## src/rtl/arb_pkg.sv

```systemverilog
// Shared types and default widths for the physical-memory arbiter.
package arb_pkg;

    typedef enum logic [1:0] {ARB_IDLE, ARB_BUSY, ARB_DONE} arb_state_t;
    typedef enum logic {SRC_I, SRC_D} arb_src_t;

    localparam int unsigned ARB_ADDR_W  = 16;
    localparam int unsigned ARB_LINE_W  = 128;
    localparam int unsigned ARB_TIMEOUT = 1023;

endpackage

```

## src/rtl/pmem_arb_pick.sv

```systemverilog
// Combinational winner select between the I-cache and D-cache requesters.
module pmem_arb_pick
    import arb_pkg::*;
#(
    parameter int unsigned FIXED_PRIO = 0
) (
    input  logic     i_req,
    input  logic     d_req,
    input  arb_src_t last_grant,
    output arb_src_t grant_c,
    output logic     valid_c
);

    // Contested cycle: D under fixed priority, otherwise whoever was not served last.
    always_comb begin
        grant_c = SRC_I;
        valid_c = i_req | d_req;
        if (i_req && d_req) begin
            if (FIXED_PRIO != 0) begin
                grant_c = SRC_D;
            end else begin
                grant_c = (last_grant == SRC_I) ? SRC_D : SRC_I;
            end
        end else if (d_req) begin
            grant_c = SRC_D;
        end
    end

endmodule

```

## src/rtl/pmem_arbiter.sv

```systemverilog
// Shares one registered physical-memory port between the I-cache and D-cache,
// with a sticky watchdog for transactions that never see pmem_resp.
module pmem_arbiter
    import arb_pkg::*;
#(
    parameter int unsigned ADDR_W     = ARB_ADDR_W,
    parameter int unsigned LINE_W     = ARB_LINE_W,
    parameter int unsigned FIXED_PRIO = 0,
    parameter int unsigned TIMEOUT    = ARB_TIMEOUT
) (
    input  logic              clk,
    input  logic              rst_n,
    input  logic              i_read,
    input  logic [ADDR_W-1:0] i_address,
    output logic              i_resp,
    output logic [LINE_W-1:0] i_rdata,
    input  logic              d_read,
    input  logic              d_write,
    input  logic [ADDR_W-1:0] d_address,
    input  logic [LINE_W-1:0] d_wdata,
    output logic              d_resp,
    output logic [LINE_W-1:0] d_rdata,
    output logic              pmem_read,
    output logic              pmem_write,
    output logic [ADDR_W-1:0] pmem_address,
    output logic [LINE_W-1:0] pmem_wdata,
    input  logic              pmem_resp,
    input  logic [LINE_W-1:0] pmem_rdata,
    output logic              err_timeout
);

    localparam int unsigned WD_W = $clog2(TIMEOUT + 1);

    arb_state_t      state, state_nxt;
    arb_src_t        owner_q, last_grant_q;
    arb_src_t        pick_grant_c;
    logic            pick_valid_c;
    logic [WD_W-1:0] wd_cnt_q;

    pmem_arb_pick #(
        .FIXED_PRIO (FIXED_PRIO)
    ) u_pick (
        .i_req      (i_read),
        .d_req      (d_read | d_write),
        .last_grant (last_grant_q),
        .grant_c    (pick_grant_c),
        .valid_c    (pick_valid_c)
    );

    always_ff @(posedge clk or negedge rst_n) begin
        if (!rst_n) begin
            state <= ARB_IDLE;
        end else begin
            state <= state_nxt;
        end
    end

    always_comb begin
        state_nxt = state;
        case (state)
            ARB_IDLE: if (pick_valid_c) state_nxt = ARB_BUSY;
            ARB_BUSY: if (pmem_resp)    state_nxt = ARB_DONE;
            ARB_DONE: state_nxt = ARB_IDLE;
            default:  state_nxt = ARB_IDLE;
        endcase
    end

    // Command, line and response registers; the watchdog counts completed BUSY cycles.
    always_ff @(posedge clk or negedge rst_n) begin
        if (!rst_n) begin
            owner_q      <= SRC_I;
            last_grant_q <= SRC_I;
            wd_cnt_q     <= '0;
            err_timeout  <= 1'b0;
            pmem_read    <= 1'b0;
            pmem_write   <= 1'b0;
            pmem_address <= '0;
            pmem_wdata   <= '0;
            i_resp       <= 1'b0;
            d_resp       <= 1'b0;
            i_rdata      <= '0;
            d_rdata      <= '0;
        end else begin
            i_resp <= 1'b0;
            d_resp <= 1'b0;
            case (state)
                ARB_IDLE: begin
                    if (pick_valid_c) begin
                        owner_q      <= pick_grant_c;
                        last_grant_q <= pick_grant_c;
                        wd_cnt_q     <= '0;
                        if (pick_grant_c == SRC_D) begin
                            // A simultaneous read and write-back is treated as a write.
                            pmem_address <= d_address;
                            pmem_wdata   <= d_wdata;
                            pmem_write   <= d_write;
                            pmem_read    <= !d_write;
                        end else begin
                            pmem_address <= i_address;
                            pmem_write   <= 1'b0;
                            pmem_read    <= 1'b1;
                        end
                    end
                end
                ARB_BUSY: begin
                    if (wd_cnt_q != WD_W'(TIMEOUT)) begin
                        wd_cnt_q <= wd_cnt_q + WD_W'(1);
                    end
                    if (wd_cnt_q == WD_W'(TIMEOUT - 1)) begin
                        err_timeout <= 1'b1;
                    end
                    if (pmem_resp) begin
                        pmem_read  <= 1'b0;
                        pmem_write <= 1'b0;
                        if (owner_q == SRC_D) begin
                            d_rdata <= pmem_rdata;
                            d_resp  <= 1'b1;
                        end else begin
                            i_rdata <= pmem_rdata;
                            i_resp  <= 1'b1;
                        end
                    end
                end
                default: begin
                end
            endcase
        end
    end

endmodule
```

## config.mk

```make
export PLATFORM = sky130hd
export DESIGN_NAME = pmem_arbiter
export DESIGN_NICKNAME = d
export VERILOG_FILES = /design/src/rtl/arb_pkg.sv /design/src/rtl/pmem_arb_pick.sv /design/src/rtl/pmem_arbiter.sv
export SDC_FILE = /design/constraint.sdc
export NUM_CORES = 1
export LEC_CHECK = 0
export BUFFER_PORTS_ARGS = -buffer_cell sky130_fd_sc_hd__buf_4
export CAP_MARGIN = 40
export CORE_AREA = 2 2 271 273
export DETAILED_ROUTE_END_ITERATION = 10
export DIE_AREA = 0 0 273 275
export MAX_ROUTING_LAYER = met4
export PLACE_DENSITY = 0.44
export RECOVER_POWER = 25
export SYNTH_ARGS = -nofsm -noshare
export SYNTH_HDL_FRONTEND = slang
export SYNTH_SLANG_ARGS = --single-unit
```

## constraint.sdc

```tcl
create_clock -name clk -period 3.8 [get_ports clk]
set_input_delay 0.57 -clock clk [delete_from_list [all_inputs] [get_ports clk]]
set_output_delay 0.57 -clock clk [all_outputs]
set_load 0.005 [all_outputs]
```

==> key figures <==
Layout
  • Final Core Density: 33.68%
  • Most frequent standard cell in the layout excluding fill and tap cells: sky130_fd_sc_hd__buf_4
  • Post-route non-filler standard cell count: 2952
  • Finished layout cell area: 24360 sq um
  • Most frequent cells in the layout: sky130_fd_sc_hd__buf_4 (706), sky130_fd_sc_hd__dfrtp_1 (418), sky130_fd_sc_hd__nand2_1 (408)
  • Total Nets Final: ~2200
  • Synthesis-to-layout area growth: 49.29%
  • Share of layout cells above drive strength 1: approximately 53%

Floorplanning
  • # IOs: 699
  • Area of the core region: about 72000 sq um
  • Die Ht: 275 microns
  • Initial cell density of the core: 22.56%
  • Die width: 273 microns
  • Core Rows: 99
  • DIE AREA: 75080 sq um

STA
  • Fmax: around 360 MHz
  • RSZ-0062 raised after global routing: no
  • Final cycle utilization of the critical path: 72.66%
  • Hold WS: 0.1873 ns
  • Final count of pins violating max slew: 78
  • Number of hold violations in the final report: 0
  • Final worst-path setup slack: between 1 and 1.5 ns
  • Final TNS setup: 0 ns
  • Layout Skew: 0.02031 ns
  • Final setup vio count: 0
  • Transition at the pin with the smallest max-transition slack: 2.513 ns
  • Worst relative slew slack: -67.55%
  • Min cycle time layout: 2.761 ns

CTS
  • CTS root buf: sky130_fd_sc_hd__clkbuf_16
  • Buffers from clock root to sink, at most: 3
  • Post-CTS setup buffer count: 0
  • Maximum level of the CTS H-tree: 2
  • Clock tree from TritonCTS: built
  • CTS Hold Bufs: 0
  • Resize count post-CTS: 0
  • Clock sinks: 418
  • Clock edge transition at the registers on the reported setup and hold paths: 0.06 ns
  • Clk_lat worst skew: just under 0.6 ns
  • Number of buffers created by CTS: 50

Critical path
  • FF-to-FF path depth: 5
  • Launch point of the worst reg-to-reg path: state[0]
  • Critical Path Start Type: input pin
  • Critical path data arrival time: between 3 and 4 ns
  • Dominant delay contributor by cell family on the critical path: buffers and inverters
  • Critical path buffer and inverter count: 2
  • CP Capture Type: async pin
  • Slowest Stage Delay on Critical Path: ~1.7 ns
  • Worst path required time: 4.36 ns
  • Worst reg-to-reg setup slack: 1.15 ns
  • Worst Setup EP: d_rdata[88]
  • Cell at the slowest stage of the critical path: sky130_fd_sc_hd__clkbuf_2
  • Most used cell along the critical path: sky130_fd_sc_hd__clkbuf_2
  • Highest fanout seen on the critical path: 81
  • R2R Path End: i_rdata[60]
  • Total number of cells along the worst setup path: 2
  • Kind of critical path: input pin to async pin
  • Start point of the critical path: rst_n
  • Series of cell instances along the critical path: clkbuf_2, clkbuf_2

Global route
  • Wire length of the first global-routing pass: 82650 microns
  • Combined global-route utilization of all metal layers: 14.83%
  • Total grt overflow: 0
  • Number of global-route vias before repair: 12570
  • Initial antenna violation count: 4
  • Pin count of the biggest net entering global routing: 96

Run
  • Number of max-cap violations: 1

Logic synthesis
  • Yosys warning count: 0
  • Mapped cell area: 16320 sq um
  • Number of standard cells after synthesis: 1240
  • Sequential area share after synthesis: 64.09%
  • Post-Syn Nets: 1536
  • Synth Register Bits: 418
  • Synthesized area divided by synthesized cell count: 13.16 sq um
  • Distinct cells, synth: 40
  • Number of flops mapped to enable cells by yosys: 0
  • Async S/R FF share, synth: 100.0%
  • Commonest register cell after synthesis: sky130_fd_sc_hd__dfrtp_1

Routing
  • Wire length per cell: 19.09 microns
  • Total detailed-routing wirelength: 56350 microns
  • Remaining antenna violation count: 0
  • Count of routing violations after the opening detailed-route iteration: 504
  • Detailed Routing Iterations Pass 1: 6
  • Vias per std cell: 4.056
  • DRC violations left: 0
  • Via count of the routed design: 11974

Placement
  • Cells after DPL: 2856
  • RD Place Congestion: 0.7929
  • DP Wirelength: 41170 microns
  • Area of placed instances: 22690 sq um
  • Placement Setup Slack: 1.082 ns
  • Number of input and output port buffers inserted: ~700

Pwr
  • Total leakage power: approximately 12 nW
  • Ratio of total power to cell area: 874.6 nW/um^2
  • Worst IR drop on VDD: approximately 0.00040 V
  • Total Power: 21.31 mW

Min path
  • Class of the tightest hold or removal check: input pin to flip-flop
  • Count of cells along the worst hold path: 3

Status
  • Failing checks: capacitance limit, slew limit
  • Result of the run: finished with violations
[cell type report]
class | instances | area [sq um]
diodes | 4 | 10.01
clock buffers | 71 | 1451
clock inverters | 21 | 241.5
fillers | 7306 | 47970
inverters | 4 | 17.52
multi-input cells | 755 | 5474
flip-flops and latches | 418 | 10460
well taps | 959 | 1200
repair buffers | 720 | 5510
[cell usage after synthesis, types with 2 or more instances]
master                     number  area, sq um
sky130_fd_sc_hd__a21oi_1        4        20.02
sky130_fd_sc_hd__a31oi_1        2        12.51
sky130_fd_sc_hd__and2_1         2        12.51
sky130_fd_sc_hd__and3_1         2        12.51
sky130_fd_sc_hd__buf_2         17        85.08
sky130_fd_sc_hd__buf_4         10        75.07
sky130_fd_sc_hd__buf_6         14        157.7
sky130_fd_sc_hd__clkbuf_1      21        78.83
sky130_fd_sc_hd__dfrtp_1      418        10460
sky130_fd_sc_hd__ha_1           2        25.02
sky130_fd_sc_hd__inv_1          4        15.01
sky130_fd_sc_hd__mux2_2       147         1655
sky130_fd_sc_hd__mux2_4       109         1637
sky130_fd_sc_hd__mux2i_1       16        160.2
sky130_fd_sc_hd__nand2_1      408         1531
sky130_fd_sc_hd__nand3_1       16        80.08
sky130_fd_sc_hd__nand4_1        2        12.51
sky130_fd_sc_hd__nor2_1         3        11.26
sky130_fd_sc_hd__nor3_1         2        10.01
sky130_fd_sc_hd__o211ai_1       2        15.01
sky130_fd_sc_hd__o21ai_0       20        100.1
[power breakdown]
part | switching, mW | internal (mW) | total [mW]
Sequential | 1.26 | 6.63 | 7.89
Combinational | 3.45 | 5.04 | 8.48
Clock | 1.95 | 2.99 | 4.94
[flip-flops by register name, indices dropped and copies added, names as in the netlist]
name          flops
pmem_wdata      128
wd_cnt_q         10
d_resp            1
state             2
pmem_read         1
last_grant_q      1
i_resp            1
d_rdata         128
err_timeout       1
i_rdata         128
pmem_write        1
pmem_address     16
[logic make-up after synthesis]
kind of cell / after synthesis / synth area share [%]
AND/OR/NAND/NOR: 441 / 10.50
flip-flops: 418 / 64.09
multiplexers: 272 / 21.15
buffers and inverters: 67 / 2.545
AO/OA/AOI/OAI: 39 / 1.503
adder cells (fa/ha/maj): 2 / 0.1533
XOR/XNOR: 1 / 0.05367
[how the worst min path moves through the flow]
| stage | startpoint | to | slack, ns |
|---|---|---|---|
| final | pmem_rdata[92] | d_rdata[92] | 0.19 |
| after global routing | pmem_rdata[106] | d_rdata[106] | 0.16 |
| after global placement | d_rdata[58] | d_rdata[58] | 0.46 |
| after CTS | rst_n | pmem_address[10] | 0.04 |
| after floorplan | rst_n | d_rdata[0] | 0.27 |
| after detailed placement | d_rdata[95] | d_rdata[95] | 0.46 |
[layer usage]
| metal | routed length (microns) | GRT usage, % |
|---|---|---|
| met1 | 21320 | 16.47 |
| met2 | 29610 | 25.88 |
| met3 | 3859 | 3.902 |
| met4 | 1569 | 4.731 |
| met5 | 0 | - |
(Power assumes the default switching activity.)
